$ cat src/rtl/pio_bank.sv
// Parallel I/O bank: output registers, synchronised inputs with rising-edge capture,
// per-bit interrupt mask and a registered read port. Define PIO_BANK_DEBOUNCE_EN to add input debouncers.
module pio_bank #(
  parameter int DATA_W    = 32,
  parameter int N_IN      = 2,
  parameter int N_OUT     = 4,
  parameter int DEB_LIMIT = 50000
) (
  input  logic                    clk,
  input  logic                    reset,
  input  logic [4:0]              address,
  input  logic                    read,
  input  logic                    write,
  input  logic [DATA_W-1:0]       writedata,
  output logic [DATA_W-1:0]       readdata,
  output logic                    readdatavalid,
  output logic                    irq,
  input  logic [N_IN*DATA_W-1:0]  in_port,
  output logic [N_OUT*DATA_W-1:0] out_port
);

  typedef enum logic [1:0] {
    GRP_OUT  = 2'd0,
    GRP_IN   = 2'd1,
    GRP_EDGE = 2'd2,
    GRP_MASK = 2'd3
  } grp_e;

  if (N_IN < 1 || N_IN > 8 || N_OUT < 1 || N_OUT > 8 ||
      DEB_LIMIT < 1 || DEB_LIMIT > 65535) begin : g_param_check
    $error("pio_bank: parameter outside legal range");
  end

  grp_e       grp;
  logic [2:0] ch;
  logic       wr_out;
  logic       wr_edge;
  logic       wr_mask;

  assign grp     = grp_e'(address[4:3]);
  assign ch      = address[2:0];
  assign wr_out  = write && (grp == GRP_OUT);
  assign wr_edge = write && (grp == GRP_EDGE);
  assign wr_mask = write && (grp == GRP_MASK);

  logic [N_OUT*DATA_W-1:0] out_q;
  logic [N_IN*DATA_W-1:0]  sync_meta;
  logic [N_IN*DATA_W-1:0]  sync_q;
  logic [N_IN*DATA_W-1:0]  stable_flat;
  logic [N_IN*DATA_W-1:0]  edge_flat;
  logic [N_IN*DATA_W-1:0]  mask_flat;

  // NOTE: sequential state uses <= only, and every channel register is cleared by the
  // asynchronous reset so no stale output, edge or mask survives a reset.
  always_ff @(posedge clk or posedge reset) begin
    if (reset) begin
      out_q <= '0;
    end else if (wr_out) begin
      for (int k = 0; k < N_OUT; k++) begin
        if (int'(ch) == k) out_q[k*DATA_W +: DATA_W] <= writedata;
      end
    end
  end

  assign out_port = out_q;

  always_ff @(posedge clk or posedge reset) begin
    if (reset) begin
      sync_meta <= '0;
      sync_q    <= '0;
    end else begin
      sync_meta <= in_port;
      sync_q    <= sync_meta;
    end
  end

  for (genvar k = 0; k < N_IN; k++) begin : g_in
    logic [DATA_W-1:0] sync_word;
    logic [DATA_W-1:0] stable_q;
    logic [DATA_W-1:0] stable_d;
    logic [DATA_W-1:0] rise;
    logic [DATA_W-1:0] clr;
    logic [DATA_W-1:0] edge_q;
    logic [DATA_W-1:0] mask_q;

    assign sync_word = sync_q[k*DATA_W +: DATA_W];

`ifdef PIO_BANK_DEBOUNCE_EN
    logic [15:0] deb_cnt;
    logic        deb_done;

    assign deb_done = (deb_cnt == 16'(DEB_LIMIT - 1));

    // Counts consecutive cycles the synchronised word disagrees with the accepted word.
    always_ff @(posedge clk or posedge reset) begin
      if (reset) begin
        deb_cnt <= '0;
      end else if (sync_word == stable_q || deb_done) begin
        deb_cnt <= '0;
      end else begin
        deb_cnt <= deb_cnt + 16'd1;
      end
    end

    assign stable_d = (sync_word != stable_q && deb_done) ? sync_word : stable_q;
`else
    assign stable_d = sync_word;
`endif

    assign rise = stable_d & ~stable_q;
    assign clr  = (wr_edge && int'(ch) == k) ? writedata : '0;

    always_ff @(posedge clk or posedge reset) begin
      if (reset) begin
        stable_q <= '0;
        edge_q   <= '0;
        mask_q   <= '0;
      end else begin
        stable_q <= stable_d;
        // A rise landing in the same cycle as a clear keeps the bit set.
        edge_q   <= (edge_q & ~clr) | rise;
        if (wr_mask && int'(ch) == k) mask_q <= writedata;
      end
    end

    assign stable_flat[k*DATA_W +: DATA_W] = stable_q;
    assign edge_flat[k*DATA_W +: DATA_W]   = edge_q;
    assign mask_flat[k*DATA_W +: DATA_W]   = mask_q;
  end

  logic [DATA_W-1:0] rd_value;

  // NOTE: rd_value gets its default first so every path assigns it and no latch appears.
  always_comb begin
    rd_value = '0;
    case (grp)
      GRP_OUT:
        for (int k = 0; k < N_OUT; k++)
          if (int'(ch) == k) rd_value = out_q[k*DATA_W +: DATA_W];
      GRP_IN:
        for (int k = 0; k < N_IN; k++)
          if (int'(ch) == k) rd_value = stable_flat[k*DATA_W +: DATA_W];
      GRP_EDGE:
        for (int k = 0; k < N_IN; k++)
          if (int'(ch) == k) rd_value = edge_flat[k*DATA_W +: DATA_W];
      GRP_MASK:
        for (int k = 0; k < N_IN; k++)
          if (int'(ch) == k) rd_value = mask_flat[k*DATA_W +: DATA_W];
      default: rd_value = '0;
    endcase
  end

  // Read data comes from the current registers, so a same-cycle write is seen only afterwards.
  always_ff @(posedge clk or posedge reset) begin
    if (reset) begin
      readdata      <= '0;
      readdatavalid <= 1'b0;
      irq           <= 1'b0;
    end else begin
      readdatavalid <= read;
      readdata      <= read ? rd_value : '0;
      irq           <= |(edge_flat & mask_flat);
    end
  end

endmodule

$ cat config.mk
export PLATFORM = sky130hd
export DESIGN_NAME = pio_bank
export DESIGN_NICKNAME = d
export VERILOG_FILES = /design/src/rtl/pio_bank.sv
export SDC_FILE = /design/constraint.sdc
export NUM_CORES = 1
export LEC_CHECK = 0
export ABC_CLOCK_PERIOD_IN_PS = 30900
export CORE_AREA = 2 2 206 188
export CTS_BUF_LIST = sky130_fd_sc_hd__clkbuf_2
export CTS_CLUSTER_DIAMETER = 50
export DETAILED_ROUTE_END_ITERATION = 8
export DIE_AREA = 0 0 208 190
export PLACE_DENSITY_LB_ADDON = 0.12
export RECOVER_POWER = 100
export SLEW_MARGIN = 20
export SYNTH_ARGS = -nofsm -noshare
export SYNTH_HDL_FRONTEND = slang
export SYNTH_SLANG_ARGS = --single-unit
$ cat constraint.sdc
create_clock -name clk -period 30.9 [get_ports clk]
set_clock_uncertainty 0.15 [all_clocks]
set_input_delay 6.18 -clock clk [delete_from_list [all_inputs] [get_ports clk]]
set_output_delay 6.18 -clock clk [all_outputs]
set_load 0.1 [all_outputs]
# Word level (Yosys, flattened, before mapping)
# Cells that the tools add are included.
# totals
reg_bits	482
out_inout_bits	162
word_cells	60
# op_classes
n_eq_ne	6
bitwise	11
n_mux	14
reduce_logical	14
# op_table
operator	count
$mux W32	13
$and A32 B32 Y32	4
$not A32 Y32	4
$pmux W32 S4	1
$and A64 B64 Y64	1
$or A32 B32 Y32	2
$reduce_or A64 Y1	1
$reduce_and A2 Y1	4
$logic_and A1 B1 Y1	7
$eq A3 B3 Y1 const B	2
$eq A2 B2 Y1 const B	2
$eq A3 B2 Y1 const B	1
$logic_not A3 Y1	1
$eq A2 B1 Y1 const B	1
$logic_not A2 Y1	1

# Logic depth before layout (Yosys ltp)
# Gate-level depths: netlist of the first run.
# depth
ltp_word	7
mapped_depth	8

# Least setup slack after synthesis of the first run
# Ideal clock, no wire load.
# synth_path
kind	input-to-reg
start	in address[2]
end	reg g_in[1].mask_q[0]
arrival_time_ns	7.650
stages	8
setup_time_ns	0.127
path_slack_ns	22.972
cell_sequence	buf_2 nor3b_4 and3_1 buf_2 and2_1 buf_2 buf_6 mux2_1
# synth_via
elab_chain_cells	2
# synth_lines
element	line_no	text
start: declaration	11	input logic [4:0] address,
$eq A3 B2 Y1	122	if (wr_mask && int'(ch) == k) mask_q <= writedata;
$logic_and A1 B1 Y1	122	
end: declaration	84	logic [DATA_W-1:0] mask_q;
# No other way between the ends.
# A chain may end at the register's enable or synchronous reset.

==> results.md, run 1 <==
* First-pass detailed-route iteration total at 8
* P&R area growth vs syn at 21.4%
* Mapped Area at 18500 um^2
* Site row count at 68
* Vias in the first global route at 13566
* Top post-synthesis cells by area: dfrtp_1, mux2_2, a22o_1
* GR peak layer: met2
* Max-cap violations at 15
* Post-cts repair resize count at 0
* Reg2Reg Launch Point: g_in[1].edge_q[15]$_DFF_PP0_
* Reg2reg end: irq$_DFF_PP0_
* Net Count, Synth at 1436
* WP data required at 30.94 ns
* Max-slew headroom at -239%
* Layout fillers at 3170
* Least-Margin Pin Slew at 5.06 ns
* Initial Utilization at 49.2%
* Die width at 208 um
* Critical Path Max Stage Delay at 2.95 ns
* DR iter-0 viols at 907
* Startpoint Class: input port
* Post-CTS Setup Repair Bufs at 0
* Mean cell area of the mapped netlist at 13.9 um^2
* Gate Count Post-Synth at 1331
* Yosys top cell area share at 65.2%
* DRC at 0
* Leakage power at 10.6 nW
* Hold Buf Count CTS at 0
* Seq cells post-synth at 482
* Crit-path most repeated cell: clkbuf_1
* Routed vias at 12933
* Clock group share of total power at 24.3%
* Total Routing Usage GR at 27.9%
* CP arrival at 14.85 ns
* Initial antenna violation count at 4
* H-tree levels at 3
* Core area at 37600 um^2
* Die area at 39500 um^2
* Met1 usage at 39.7%
* Ys flop type: dfrtp_1
* Crit path kind: input port to async pin
* Hold EP: sync_q[38]$_DFF_PP0_
* Setup TNS Final at 0 ns
* Power Density at 71.2 nW/um^2
* Finished Core Util at 59.8%
* CP max stage cell: clkbuf_1
* DP Area at 21600 um^2
* Hold Violations, Final at 0
* First-pass GRT wire length at 83100 um
* Max VDD drop at 0.0491 mV
* Root Buffer: clkbuf_2
* Post-DR wirelength/cell at 24.5 um
* GR Util met3 at 6.49%
* Post-synth EDFFs at 0
* Buffers on Ports at 266
* Post-Route WL at 54300 um
* CTS tree: done
* Switching share of power at 39.9%
* Switching power of the nets at 637 uW
* YS warnings at 0
* I/O pins at 267
* Worst min-delay path startpoint: sync_meta[38]$_DFF_PP0_
* R2R depth at 4
* Setup WS pre-CTS at 20.60 ns
* Unrepaired setup endpoints after global routing: no
* Layout net count at 1760
* Worst hold path class: flip-flop to flip-flop
* Clock sinks at 482
* Crit. End Element: async pin
* Period minus WS final at 14.81 ns
* Clk buf depth at 3
* Ratio of cells with drive above 1 in the final layout at 20.2%
* Count of cell types in the netlist at 32
* Hold path cells at 0
* Crit-path max FO at 111
* Worst-path cell chain: dlygate4sd3_1 > clkinvlp_2 > clkbuf_1 > clkbuf_1
* Leading area contributor after synthesis: dfrtp_1
* Sequential share of power at 47.0%
* Failing checks: max-capacitance violations, max-slew violations
* Pin count of the biggest net entering global routing at 112
* Fmax at 0.0675 GHz
* Post-route ant nets at 0
* Clock Latency Late Sink at 1.08 ns
* FF/Latch Area at 12100 um^2
* Internal Power at 962 uW
* Fin. max-slew vios at 679
* Final instance area at 22500 um^2
* Synth async-reset ratio at 100%
* Die Ht at 190 um
* Area taken by multi-input logic gates at 5810 um^2
* Vias per inst at 5.84
* PnR worst setup slack at 16.09 ns
* Status: finished, violations left
* Tot Pwr at 1.60 mW
* R2r setup slk at 28.67 ns
* Tcrit/Tclk final at 47.9%
* RePlAce Congestion at 0.843
* Final setup fails at 0
* Comb pwr share at 28.7%
* DP HPWL at 35400 um
* Cts bufs inserted at 117
* Gr ovfl total at 0
* Clock-pin slew on the worst setup and hold paths at 0.10 ns
* Sequential element share of the synthesized area at 65.2%
* Met2 GRT Util at 41.9%
==> cells by family after synthesis <==
| family | count (synthesis) | share of synthesized area (%) |
|---|---|---|
| buf+inv | 153 | 3.39 |
| flops | 482 | 65.2 |
| compound gates | 352 | 14.5 |
| simple gates | 120 | 3.52 |
| mux | 224 | 13.4 |
==> how the worst max path moves through the flow <==
stage | startpoint | end | slack (ns) | depth (start not counted)
after detailed placement | reset | out_port[26]$_DFFE_PP0P_ | 20.60 | 5
after CTS | reset | g_in[1].mask_q[5]$_DFFE_PP0P_ | 21.77 | 5
after global placement | reset | out_port[26]$_DFFE_PP0P_ | 20.66 | 5
after global routing | reset | g_in[0].stable_q[7]$_DFF_PP0_ | 14.28 | 4
final | reset | g_in[0].edge_q[1]$_DFF_PP0_ | 16.09 | 4
after floorplan | reset | g_in[0].edge_q[0]$_DFF_PP0_ | 11.12 | 1
==> power by group through the flow <==
stage	sequential, mW	combinational (mW)	clock [mW]
global placement	0.763	0.472	0
global route	0.760	0.476	0.436
finish	0.751	0.460	0.388
floorplan	1.00	0.0942	0
CTS	0.752	0.477	0.402
detailed placement	0.765	0.476	0
==> flip-flops by register name, indices dropped and copies added, names as in the netlist <==
name           flops
g_in.edge_q       64
g_in.mask_q       64
g_in.stable_q     64
irq                1
out_port         128
readdata          32
readdatavalid      1
sync_meta         64
sync_q            64
==> per-layer routing <==
| metal | wire length [um] | vias up |
|---|---|---|
| li1 | - | 5557 |
| met1 | 24000 | 6716 |
| met2 | 24800 | 553 |
| met3 | 3940 | 107 |
| met4 | 1570 | 0 |
| met5 | 0 | - |
==> through the flow <==
| step | hold WS, ns | std cells |
|---|---|---|
| final | 0.145 | 2215 |
| after CTS | 0.170 | 2210 |
| after detailed placement | 0.185 | 2025 |
| after global routing | 0.192 | 2215 |
| after global placement | 0.182 | 2025 |
| after floorplan | 0.181 | 1331 |
==> Yosys cell counts, types with 5 or more instances <==
master and number:
a21oi_1 64, a221oi_1 16, a22o_1 144, a22oi_1 32, buf_1 5, buf_2 16, clkbuf_1 61, dfrtp_1 482
inv_1 65, mux2_1 37, mux2_2 155, mux2i_1 32, nand2_1 64, nand3b_1 32, o21a_1 32, o21ai_0 32
o311a_1 32
==> cell type report <==
type                    instances  area share (%)
repair buffers                293            12.4
well taps                     490            2.73
multi-input cells             696            25.9
inverters                      65            1.09
clock buffers                 171            3.81
flip-flops and latches        482            53.7
diodes                          4          0.0445
clock inverters                14           0.356
==> critical path: cells and delay by family <==
kind                   cells  cell delay [ns]
buffers and inverters      4             8.56
==> cell usage in the layout, fill, tap and decap left out, drive strengths merged, types with 2 or more instances in the layout <==
cell type	instances
a22oi	32
and3	4
buf	12
nand2	64
and2	4
diode	4
a21oi	64
a22o	144
nand3	4
inv	67
o21ai	32
nand3b	32
mux2i	32
o21a	32
clkbuf	188
a221oi	16
clkinv	10
dfrtp	482
nand4	4
o311a	32
mux2	192
dlygate4sd3	228
clkdlybuf4s50	36
nor3b	2
(Power assumes the default switching activity.)
==> run 2: changes to the inputs <==
--- a/config.mk
+++ b/config.mk
@@ -5,7 +5,7 @@
 export SDC_FILE = /design/constraint.sdc
 export NUM_CORES = 1
 export LEC_CHECK = 0
-export ABC_CLOCK_PERIOD_IN_PS = 30900
+export ABC_CLOCK_PERIOD_IN_PS = 12900
 export CORE_AREA = 2 2 206 188
 export CTS_BUF_LIST = sky130_fd_sc_hd__clkbuf_2
 export CTS_CLUSTER_DIAMETER = 50
==> constraint.sdc (replaced) <==
create_clock -name clk -period 12.9 [get_ports clk]
set_clock_uncertainty 0.15 [all_clocks]
set_input_delay 2.58 -clock clk [delete_from_list [all_inputs] [get_ports clk]]
set_output_delay 2.58 -clock clk [all_outputs]
set_load 0.1 [all_outputs]
==> results.md, run 2 (same netlist as run 1, synthesis figures left out) <==
* Status: finished, violations left
* Failing checks: max-capacitance violations, max-slew violations
* Post-DR wirelength/cell at 24.4 um
* Post-Route WL at 53900 um
* Crit. End Element: flip-flop
* Buf/Inv on CP at 3
* Final setup fails at 0
* Reg2Reg Launch Point: g_in[1].edge_q[22]$_DFF_PP0_
* Max FFs per register at 128
* PnR worst setup slack at 5.99 ns
* Unrepaired setup endpoints after global routing: no
* R2R depth at 4
* Vias in the first global route at 13282
* Final instance area at 22500 um^2
* Clk buf depth at 3
* Site row count at 68
* Leakage power at 10.6 nW
* Die area at 39500 um^2
* Tcrit/Tclk final at 53.5%
* Crit-path max FO at 37
* Vias per inst at 5.82
* First-pass GRT wire length at 82500 um
* Routed vias at 12855
* FF/Latch Area at 12100 um^2
* WP data required at 13.63 ns
* CP arrival at 7.64 ns
* Cells after DPL at 2024
* Crit path kind: input port to flip-flop
* Clock-pin slew on the worst setup and hold paths at 0.09 ns
* Area taken by multi-input logic gates at 5820 um^2
* Most frequent cells in the layout: dfrtp_1, dlygate4sd3_1, clkbuf_2
* Post-route insts no fill at 2207
* Cts bufs inserted at 116
* Max VDD drop at 0.149 mV
* Hold Violations, Final at 0
* Max-cap violations at 11
* Post-CTS Setup Repair Bufs at 0
* Post-route ant nets at 0
* DP HPWL at 35400 um
* Clock Latency Late Sink at 1.05 ns
* I/O pins at 267
* Die width at 208 um
* Initial antenna violation count at 3
* Hold path cells at 0
* CP top delay family: buffers and inverters
* Root Buffer: clkbuf_2
* Hold Buf Count CTS at 0
* DR WL met3 at 3660 um
* Setup WS pre-CTS at 6.57 ns
* First-pass detailed-route iteration total at 5
* Hold EP: sync_q[38]$_DFF_PP0_
* DRC at 0
* Clock group share of total power at 23.6%
* Setup TNS Final at 0 ns
* Top sig layer: met4
* Buffers on Ports at 266
* Tot Pwr at 3.80 mW
* Gr ovfl total at 0
* Finished Core Util at 59.8%
* Period minus WS final at 6.91 ns
* Crit-path most repeated cell: clkbuf_1
* Fin. max-slew vios at 336
* Internal Power at 2.28 mW
* Least-Margin Pin Slew at 2.80 ns
* Clock sinks at 482
* Total Routing Usage GR at 27.6%
* Layout fillers at 3071
* Switching share of power at 40.1%
* Post-cts repair resize count at 0
* RePlAce Congestion at 0.847
* DP Area at 21600 um^2
* CTS tree: done
* DR iter-0 viols at 1025
* Ratio of cells with drive above 1 in the final layout at 20.1%
* Final Hold Slack at 0.170 ns
* Switching power of the nets at 1.52 mW
* Comb pwr share at 29.0%
* DR WL met2 at 25000 um
* Die Ht at 190 um
* Pin count of the biggest net entering global routing at 180
* Reg2reg end: irq$_DFF_PP0_
* Worst min-delay path startpoint: sync_meta[38]$_DFF_PP0_
* Power Density at 169 nW/um^2
* Worst-path cell chain: dlygate4sd3_1 > clkbuf_1 > nor2_1 > nand3_1 > clkbuf_1 > mux2_2
* Worst hold path class: flip-flop to flip-flop
* Max-slew headroom at -86.6%
* H-tree levels at 3
* Met1 wire length at 24100 um
* Commonest non-fill, non-tap cell in the layout: dfrtp_1
* Fmax at 0.145 GHz
* Critical Path Max Stage Delay at 1.63 ns
* Initial Utilization at 49.2%
* Sequential share of power at 47.3%
* R2r setup slk at 10.69 ns
* Layout net count at 1758
* CP max stage cell: clkbuf_1
* Startpoint Class: input port
* P&R area growth vs syn at 21.5%
* Core area at 37600 um^2
-- run 2: cell count changes in the layout (fill, tap and decap cells not counted), moves of 2 or more --
cell / previous run / this run
clkbuf_1: 17 / 10
buf_4: 9 / 13
clkbuf_2: 171 / 168
and2_0: 4 / 2
and2_1: 0 / 2
buf_12: 0 / 2
inv_2: 3 / 1
-- run 2: metal layers --
| metal | vias to the layer above | global-route usage, % |
|---|---|---|
| met5 | - | 0 |
| met4 | 0 | 8.81 |
| met3 | 98 | 6.67 |
| met2 | 561 | 42.1 |
| met1 | 6649 | 39.2 |
| li1 | 5547 | - |
-- run 2: cell type report --
cell class | instances | share of cell area, %
diodes | 4 | 0.0445
clock buffers | 168 | 3.74
clock inverters | 10 | 0.167
inverters | 65 | 1.10
multi-input cells | 696 | 25.9
flip-flops and latches | 482 | 53.7
well taps | 490 | 2.73
repair buffers | 292 | 12.7
-- run 2: power groups by stage --
stage	combinational (mW)	clock (mW)	sequential [mW]
after floorplan	0.226	0	2.40
after global placement	1.13	0	1.83
after detailed placement	1.14	0	1.83
after CTS	1.14	0.921	1.80
after global routing	1.14	1.00	1.82
final	1.10	0.898	1.80
-- run 2: worst max path at each step --
stage                                         endpoint                      from  cells past startpoint  slack, ns
after global routing      g_in[0].edge_q[20]$_DFF_PP0_                     reset                      6       5.77
after global placement        out_port[53]$_DFFE_PP0P_                address[2]                      6       6.65
after floorplan            g_in[0].edge_q[0]$_DFF_PP0_                     reset                      1       3.64
final                         out_port[90]$_DFFE_PP0P_                address[4]                      6       5.99
after detailed placement      out_port[63]$_DFFE_PP0P_                address[2]                      6       6.57
after CTS                                 out_port[40]  out_port[40]$_DFFE_PP0P_                      1       7.48
==> run 3: changes to the inputs <==
--- a/config.mk
+++ b/config.mk
@@ -5,7 +5,7 @@
 export SDC_FILE = /design/constraint.sdc
 export NUM_CORES = 1
 export LEC_CHECK = 0
-export ABC_CLOCK_PERIOD_IN_PS = 12900
+export ABC_CLOCK_PERIOD_IN_PS = 6800
 export CORE_AREA = 2 2 206 188
 export CTS_BUF_LIST = sky130_fd_sc_hd__clkbuf_2
 export CTS_CLUSTER_DIAMETER = 50
==> constraint.sdc (replaced) <==
create_clock -name clk -period 6.8 [get_ports clk]
set_clock_uncertainty 0.15 [all_clocks]
set_input_delay 1.36 -clock clk [delete_from_list [all_inputs] [get_ports clk]]
set_output_delay 1.36 -clock clk [all_outputs]
set_load 0.1 [all_outputs]
==> results.md, run 3 (same netlist as run 1, synthesis figures left out) <==
* Tot Pwr at 7.21 mW
* Post-cts repair resize count at 0
* Unrepaired setup endpoints after global routing: no
* Worst hold path class: flip-flop to flip-flop
* Hold Buf Count CTS at 0
* GR peak layer: met2
* Clock-pin slew on the worst setup and hold paths at 0.09 ns
* Clock group share of total power at 23.7%
* H-tree levels at 3
* Max FFs per register at 128
* Die Ht at 190 um
* GR Util met3 at 7.36%
* Root Buffer: clkbuf_2
* Post-route ant nets at 0
* Power Density at 321 nW/um^2
* CP arrival at 6.11 ns
* Max VDD drop at 0.244 mV
* Commonest non-fill, non-tap cell in the layout: dfrtp_1
* Met1 usage at 39.2%
* Fin. max-slew vios at 486
* Switching power of the nets at 2.90 mW
* First-pass GRT wire length at 83000 um
* Vias per inst at 5.78
* Least-Margin Pin Slew at 3.17 ns
* Tcrit/Tclk final at 79.5%
* First-pass detailed-route iteration total at 8
* Initial Utilization at 49.2%
* Failing checks: max-capacitance violations, max-slew violations
* Layout fillers at 3128
* Crit path kind: input port to flip-flop
* Clk buf depth at 3
* CTS tree: done
* Crit. End Element: flip-flop
* Clock Latency Late Sink at 1.03 ns
* Cts bufs inserted at 116
* Crit-path max FO at 25
* Internal Power at 4.31 mW
* Ratio of cells with drive above 1 in the final layout at 20.0%
* Initial antenna violation count at 2
* RePlAce Congestion at 0.857
* P&R area growth vs syn at 21.4%
* Pin count of the biggest net entering global routing at 175
* Post-DR wirelength/cell at 24.5 um
* Leakage power at 10.6 nW
* Total Routing Usage GR at 27.9%
* Final setup fails at 0
* Gr ovfl total at 0
* I/O pins at 267
* Post-CTS Setup Repair Bufs at 0
* Layout net count at 1760
* WP data required at 7.50 ns
* Hold Violations, Final at 0
* Sequential share of power at 47.2%
* Finished Core Util at 59.7%
* Cells after DPL at 2027
* Comb pwr share at 29.1%
* Die area at 39500 um^2
* Fmax at 0.185 GHz
* DRC at 0
* Vias in the first global route at 13335
* Startpoint Class: input port
* Die width at 208 um
* Routed vias at 12792
* FF/Latch Area at 12100 um^2
* Met2 GRT Util at 42.1%
* Site row count at 68
* Clock sinks at 482
* Buffers on Ports at 266
* Period minus WS final at 5.41 ns
* Max-cap violations at 11
* Status: finished, violations left
* Max-slew headroom at -111%
* DP HPWL at 36200 um
* Core area at 37600 um^2
* Most frequent cells in the layout: dfrtp_1, dlygate4sd3_1, clkbuf_2
* DR iter-0 viols at 1001
* Post-Route WL at 54200 um
* Post-route insts no fill at 2213
* Area taken by multi-input logic gates at 5790 um^2
* Switching share of power at 40.2%
run 3: cell types whose count changed in the layout (fill, tap and decap cells not counted), sizes merged:
cell	change
buf	-1
clkbuf	-3
clkdlybuf4s50	-1
clkinv	+9
clkinvlp	+1
diode	-3
dlygate4sd3	+1
inv	+3
run 3: power groups by stage:
stage                     Sequential (mW)  Clock [mW]  Combinational (mW)
final                                3.40        1.71                2.10
after global routing                 3.44        1.93                2.17
after CTS                            3.41        1.77                2.18
after detailed placement             3.46           0                2.17
after global placement               3.45           0                2.16
after floorplan                      4.55           0               0.429
run 3: worst paths after layout:
kind | cells past startpoint | slack (ns) | endpoint | from
worst max register to register | 4 | 4.65 | irq$_DFF_PP0_ | g_in[0].edge_q[16]$_DFF_PP0_
worst max-delay path | 7 | 1.39 | out_port[1]$_DFFE_PP0P_ | address[2]
min in group asynchronous | 2 | 0.86 | sync_q[50]$_DFF_PP0_ | reset
max in group asynchronous | 3 | 2.19 | out_port[43]$_DFFE_PP0P_ | reset
worst min register to register | 0 | 0.17 | sync_q[6]$_DFF_PP0_ | sync_meta[6]$_DFF_PP0_
worst min-delay path | 0 | 0.17 | sync_q[6]$_DFF_PP0_ | sync_meta[6]$_DFF_PP0_
run 3: worst max-delay path, stage by stage:
cell           delay [ns]
dlygate4sd3_1        0.57
clkbuf_1             0.38
nor3_1               1.39
buf_4                0.57
nand3_1              0.90
buf_4                0.60
mux2_2               0.31
run 3: per-stage QoR:
stage | setup slack [ns] | hold slack, ns | instance area [um^2] | setup TNS (ns)
final | 1.39 | 0.172 | 22500 | 0
after global routing | 1.32 | 0.190 | 22500 | 0
after global placement | 1.97 | 0.184 | 21700 | 0
after CTS | 2.56 | 0.182 | 22600 | 0
after detailed placement | 1.91 | 0.185 | 21700 | 0
after floorplan | -1.24 | 0.181 | 18500 | -598.99
run 3: layer usage:
metal | up-vias | wire, um
li1 | 5555 | -
met1 | 6578 | 23900
met2 | 569 | 24600
met3 | 90 | 4220
met4 | 0 | 1470
met5 | - | 0
run 3: cell type report:
class | instances | share of cell area [%]
Antenna cell | 1 | 0.0111
Clock inverter | 23 | 0.412
Sequential cell | 482 | 53.7
Inverter | 65 | 1.09
Clock buffer | 162 | 3.61
Multi-Input combinational cell | 696 | 25.8
Timing Repair Buffer | 294 | 12.7
Tap cell | 490 | 2.73
==> edit 1: new RTL, flow settings as in run 2 <==
Register the inputs `address`, `read`, `write`, `writedata` and `in_port` before use. The logic sees them one clock later. Comments in the files are not updated.
--- a/src/rtl/pio_bank.sv
+++ b/src/rtl/pio_bank.sv
@@ -27,4 +27,18 @@
   } grp_e;
 
+  logic [4:0] address_q;
+  logic read_q;
+  logic write_q;
+  logic [DATA_W-1:0] writedata_q;
+  logic [N_IN*DATA_W-1:0] in_port_q;
+
+  always_ff @(posedge clk) begin
+    address_q   <= address;
+    read_q      <= read;
+    write_q     <= write;
+    writedata_q <= writedata;
+    in_port_q   <= in_port;
+  end
+
   if (N_IN < 1 || N_IN > 8 || N_OUT < 1 || N_OUT > 8 ||
       DEB_LIMIT < 1 || DEB_LIMIT > 65535) begin : g_param_check
@@ -38,9 +52,9 @@
   logic       wr_mask;
 
-  assign grp     = grp_e'(address[4:3]);
-  assign ch      = address[2:0];
-  assign wr_out  = write && (grp == GRP_OUT);
-  assign wr_edge = write && (grp == GRP_EDGE);
-  assign wr_mask = write && (grp == GRP_MASK);
+  assign grp     = grp_e'(address_q[4:3]);
+  assign ch      = address_q[2:0];
+  assign wr_out  = write_q && (grp == GRP_OUT);
+  assign wr_edge = write_q && (grp == GRP_EDGE);
+  assign wr_mask = write_q && (grp == GRP_MASK);
 
   logic [N_OUT*DATA_W-1:0] out_q;
@@ -58,5 +72,5 @@
     end else if (wr_out) begin
       for (int k = 0; k < N_OUT; k++) begin
-        if (int'(ch) == k) out_q[k*DATA_W +: DATA_W] <= writedata;
+        if (int'(ch) == k) out_q[k*DATA_W +: DATA_W] <= writedata_q;
       end
     end
@@ -70,5 +84,5 @@
       sync_q    <= '0;
     end else begin
-      sync_meta <= in_port;
+      sync_meta <= in_port_q;
       sync_q    <= sync_meta;
     end
@@ -109,5 +123,5 @@
 
     assign rise = stable_d & ~stable_q;
-    assign clr  = (wr_edge && int'(ch) == k) ? writedata : '0;
+    assign clr  = (wr_edge && int'(ch) == k) ? writedata_q : '0;
 
     always_ff @(posedge clk or posedge reset) begin
@@ -120,5 +134,5 @@
         // A rise landing in the same cycle as a clear keeps the bit set.
         edge_q   <= (edge_q & ~clr) | rise;
-        if (wr_mask && int'(ch) == k) mask_q <= writedata;
+        if (wr_mask && int'(ch) == k) mask_q <= writedata_q;
       end
     end
@@ -158,6 +172,6 @@
       irq           <= 1'b0;
     end else begin
-      readdatavalid <= read;
-      readdata      <= read ? rd_value : '0;
+      readdatavalid <= read_q;
+      readdata      <= read_q ? rd_value : '0;
       irq           <= |(edge_flat & mask_flat);
     end
Function: changed (Yosys sat finds a counterexample within 4 cycles, from zero or initial values and one cycle with reset high).
==> edit 1 against run 2 <==
The run still ends with max-capacitance violations, max-slew violations left; worst setup slack got worse by 1.9 ns; fmax fell by 22%; power increased by 19%; synthesized cell count grew 7.7%; area after synthesis increased by 11%; first-iteration DRC count is 19% higher; sequential cell count increased by 103; non-clock buffer count shrank 1; cell area grew 12%; routed wire length grew 5.0%; largest power group unchanged.
==> edit 1: results (changes against run 2) <==
| Metric | Value |
|---|---|
| Clock Tree Root | clkbuf_2 |
| Final nets | 1888 (+7.4%) |
| GR Util All Layers | 29.3% (+1.7 points) |
| TritonCTS Buffers | 144 (+24%) |
| Cell Area, Placed | 0.0237 mm² (+9.6%) |
| Fraction of layout cells with a size suffix above 1 | 21.7% (+1.5 points) |
| Synth cell types | 33 (+3.1%) |
| Worst EP arrival | 9.62 ns (+1.98 ns) |
| H-tree depth | 4 (+1) |
| Final wirelength | 56600 µm (+5.0%) |
| Maximum number of pins on one net before global-route repair | 189 (+5.0%) |
| Slew Limit Fails | 456 (+36%) |
| Mapped Cells | 1434 (+7.7%) |
| Initial antenna violation count | 2 (-1) |
| Synth cell count leaders | 482 x dfrtp_1, 155 x mux2_2, 144 x a22o_1, 103 x dfxtp_1, 65 x inv_1 |
| Clk Latency, worst-skew pair | 1.09 ns (+0.04 ns) |
| Placed insts | 2126 (+5.0%) |
| Post-Layout Cell Count | 2393 (+8.4%) |
| Max transition margin | -185% (-99 points) |
| CP max stage delay | 2.50 ns (+0.87 ns) |
| Sw frac | 37.1% (-3.0 points) |
| RePlAce Congestion | 0.832 (-1.8%) |
| Ys async rst share | 82.4% (-18 points) |
| Initial DRC count | 1224 (+19%) |
| Sequential share of the synthesized area | 68.7% (+3.5 points) |
| Ranking of synthesized cells by area | dfrtp_1 59%, dfxtp_1 10%, mux2_2 8.5% |
| Status | finished, violations left |
| First-pass GRT wire length | 86200 µm (+4.5%) |
| Leakage | 11.9 nW (+11%) |
| MaxCap Viol Count | 13 (+2) |
| Post-place setup slack | 8.06 ns (+1.49 ns) |
| Max VDD drop | 0.133 mV (-11%) |
| Clock buffer depth | 3 (unchanged) |
| Via-to-Cell Ratio | 5.78 (-0.85%) |
| Number of global-route vias before repair | 14288 (+7.6%) |
| Failing checks | max-capacitance violations, max-slew violations |
| Syn nets | 1539 (+7.2%) |
| Register clock-pin slew on the reported worst setup and hold paths | 0.10 ns |
## edit 1: cell count changes in the layout (fill, tap and decap cells not counted), moves of 6 or more
| cell | run 2 | this run |
|---|---|---|
| clkbuf_2 | 168 | 224 |
| dfxtp_1 | 0 | 101 |
| bufinv_16 | 0 | 6 |
| clkinv_1 | 9 | 22 |
| clkdlybuf4s50_1 | 36 | 0 |
| dlygate4sd3_1 | 228 | 266 |
## edit 1: cells by family after synthesis
logic type | after synthesis | synth area share (%)
buf+inv | 153 | 3.05
simple gates | 120 | 3.16
compound gates | 352 | 13.0
flops | 585 | 68.7
mux | 224 | 12.1
## edit 1: power by group through the flow
stage	Sequential [mW]	Combinational [mW]	Clock, mW
floorplan	2.74	0.224	0
global placement	2.18	1.10	0
detailed placement	2.19	1.12	0
CTS	2.15	1.12	1.34
global route	2.17	1.11	1.45
finish	2.15	1.08	1.31
## edit 1: metal layers
metal	part of all wire [%]	wire (µm)	track usage, %
met1	43	24400	41.5
met2	45	25400	42.7
met3	9.4	5350	9.14
met4	2.6	1490	11.1
met5	0	0	0
## edit 1: final timing paths
check / start / endpoint / slack, ns / cells past startpoint
worst min-delay path: in_port_q[36] / sync_meta[36] / 0.17 / 0
worst max register to register: address_q[0] / out_port[39] / 4.07 / 6
worst max-delay path: address_q[0] / out_port[39] / 4.07 / 6
min in group asynchronous: reset / g_in[0].stable_q[10] / 2.16 / 2
worst min register to register: in_port_q[36] / sync_meta[36] / 0.17 / 0
max in group asynchronous: reset / out_port[95] / 5.72 / 3
## edit 1: layout make-up
type	count	area, µm²
Antenna cell	2	5.00
Clock buffer	224	1120
Clock inverter	40	335
Fill cell	2879	12500
Inverter	65	245
Multi-Input combinational cell	696	5790
Sequential cell	585	14100
Tap cell	490	613
Timing Repair Buffer	291	2830
==> edit 2: new RTL, flow settings as in run 2 <==
Made on the original files. Change the parameter `DATA_W` from 32 to 16.
--- a/src/rtl/pio_bank.sv
+++ b/src/rtl/pio_bank.sv
@@ -2,5 +2,5 @@
 // per-bit interrupt mask and a registered read port. Define PIO_BANK_DEBOUNCE_EN to add input debouncers.
 module pio_bank #(
-  parameter int DATA_W    = 32,
+  parameter int DATA_W    = 16,
   parameter int N_IN      = 2,
   parameter int N_OUT     = 4,
Interface: changed (resized in_port, out_port, readdata and writedata); port bits go from 267 to 139. The function was not compared with the original's and may differ.
==> edit 2 against run 2 <==
The flow still finishes with violations (max-capacitance violations, max-slew violations); die area did not move; routed wire length shrank 48%; cell area down 46%; power is 45% lower; final cell count shrank 37%; non-clock buffer count down 145; sequential cell count shrank 240; worst setup slack improved by 0.50 ns; area after synthesis down 48%; largest cell class unchanged; largest power group unchanged.
==> edit 2: results (changes against run 2) <==
| Metric | Value |
|---|---|
| 1st-pass router iterations | 4 (-1) |
| Syn nets | 727 (-49%) |
| Clk Latency, worst-skew pair | 0.91 ns (-0.14 ns) |
| Initial DRC count | 380 (-63%) |
| Final nets | 904 (-49%) |
| CP max FO | 35 (-5.4%) |
| Max VDD drop | 0.0492 mV (-67%) |
| DR WL/cell | 20.2 µm (-17%) |
| Failing checks | max-capacitance violations, max-slew violations |
| Via-to-Cell Ratio | 4.64 (-20%) |
| Ranking of synthesized cells by area | dfrtp_1 62%, mux2_2 14%, a22oi_1 3.3% |
| Slew Limit Fails | 216 (-36%) |
| TritonCTS Buffers | 70 (-40%) |
| Fill cells | 3759 (+22%) |
| Max transition margin | -236% (-150 points) |
| Status | finished, violations left |
| Initial antenna violation count | 1 (-2) |
| Fraction of layout cells with a size suffix above 1 | 27.9% (+7.8 points) |
| Leakage | 5.52 nW (-48%) |
| Critical Path Start | address[1] |
| Synth cell count leaders | 242 x dfrtp_1, 123 x mux2_2, 43 x a22oi_1, 35 x inv_1 |
| GR Util All Layers | 14.6% (-13 points) |
| MaxCap Viol Count | 4 (-7) |
| Worst EP arrival | 7.03 ns (-0.61 ns) |
| Post-place setup slack | 7.11 ns (+0.535 ns) |
| RePlAce Congestion | 0.746 (-12%) |
| Synth cell types | 36 (+13%) |
edit 2: path summary, 6_finish.rpt:
check	cells past startpoint	slack, ns	end
worst max-delay path	6	6.49	g_in[1].mask_q[14]
worst min-delay path	0	0.19	sync_q[6]
worst max register to register	3	11.12	irq
worst min register to register	0	0.19	sync_q[6]
max in group asynchronous	3	6.56	out_port[5]
min in group asynchronous	2	3.55	sync_meta[30]
edit 2: through the flow:
step | instances | utilization (%) | area [µm²]
after floorplan | 670 | - | 9690
after global placement | 1265 | 30.7 | 11600
after detailed placement | 1265 | 30.7 | 11600
after CTS | 1392 | 32.6 | 12300
after global routing | 1393 | 32.3 | 12100
final | 1393 | 32.3 | 12100
edit 2: where the power goes:
part / leakage, nW / switching [mW] / internal, mW
clock network: 0.524 / 0.340 / 0.294
logic: 2.13 / 0.422 / 0.148
registers: 2.87 / 0.0609 / 0.838
total: 5.52 / 0.823 / 1.28
edit 2: final cells by class:
| type | count | area, µm² | area share [%] |
|---|---|---|---|
| antenna | 1 | 2.50 | 0.0206 |
| tap | 490 | 613 | 5.05 |
| sequential | 242 | 6060 | 49.9 |
| inverter | 35 | 133 | 1.09 |
| timing repair buffer | 147 | 1430 | 11.8 |
| multi-input combinational | 351 | 3190 | 26.3 |
| clock buffer | 103 | 515 | 4.24 |
| clock inverter | 24 | 203 | 1.67 |
edit 2: per-layer routing:
metal  share of wire [%]  GRT usage, %  vias up
met3                 5.6          4.06       66
met5                   0             0        -
met4                 3.4          6.49        0
met2                  43          21.0      214
met1                  48          20.3     3305
li1                    -             -     2876
edit 2: cell families (layout without fill, tap and decap cells):
group | Yosys count | count (layout) | synth area share (%)
DFF | 242 | 242 | 62.5
muxes | 160 | 160 | 19.3
AOI/OAI and AO/OA | 110 | 110 | 8.69
and+or+nand+nor | 81 | 81 | 5.96
buffers and inverters | 77 | 309 | 3.55
other | 0 | 1 | 0
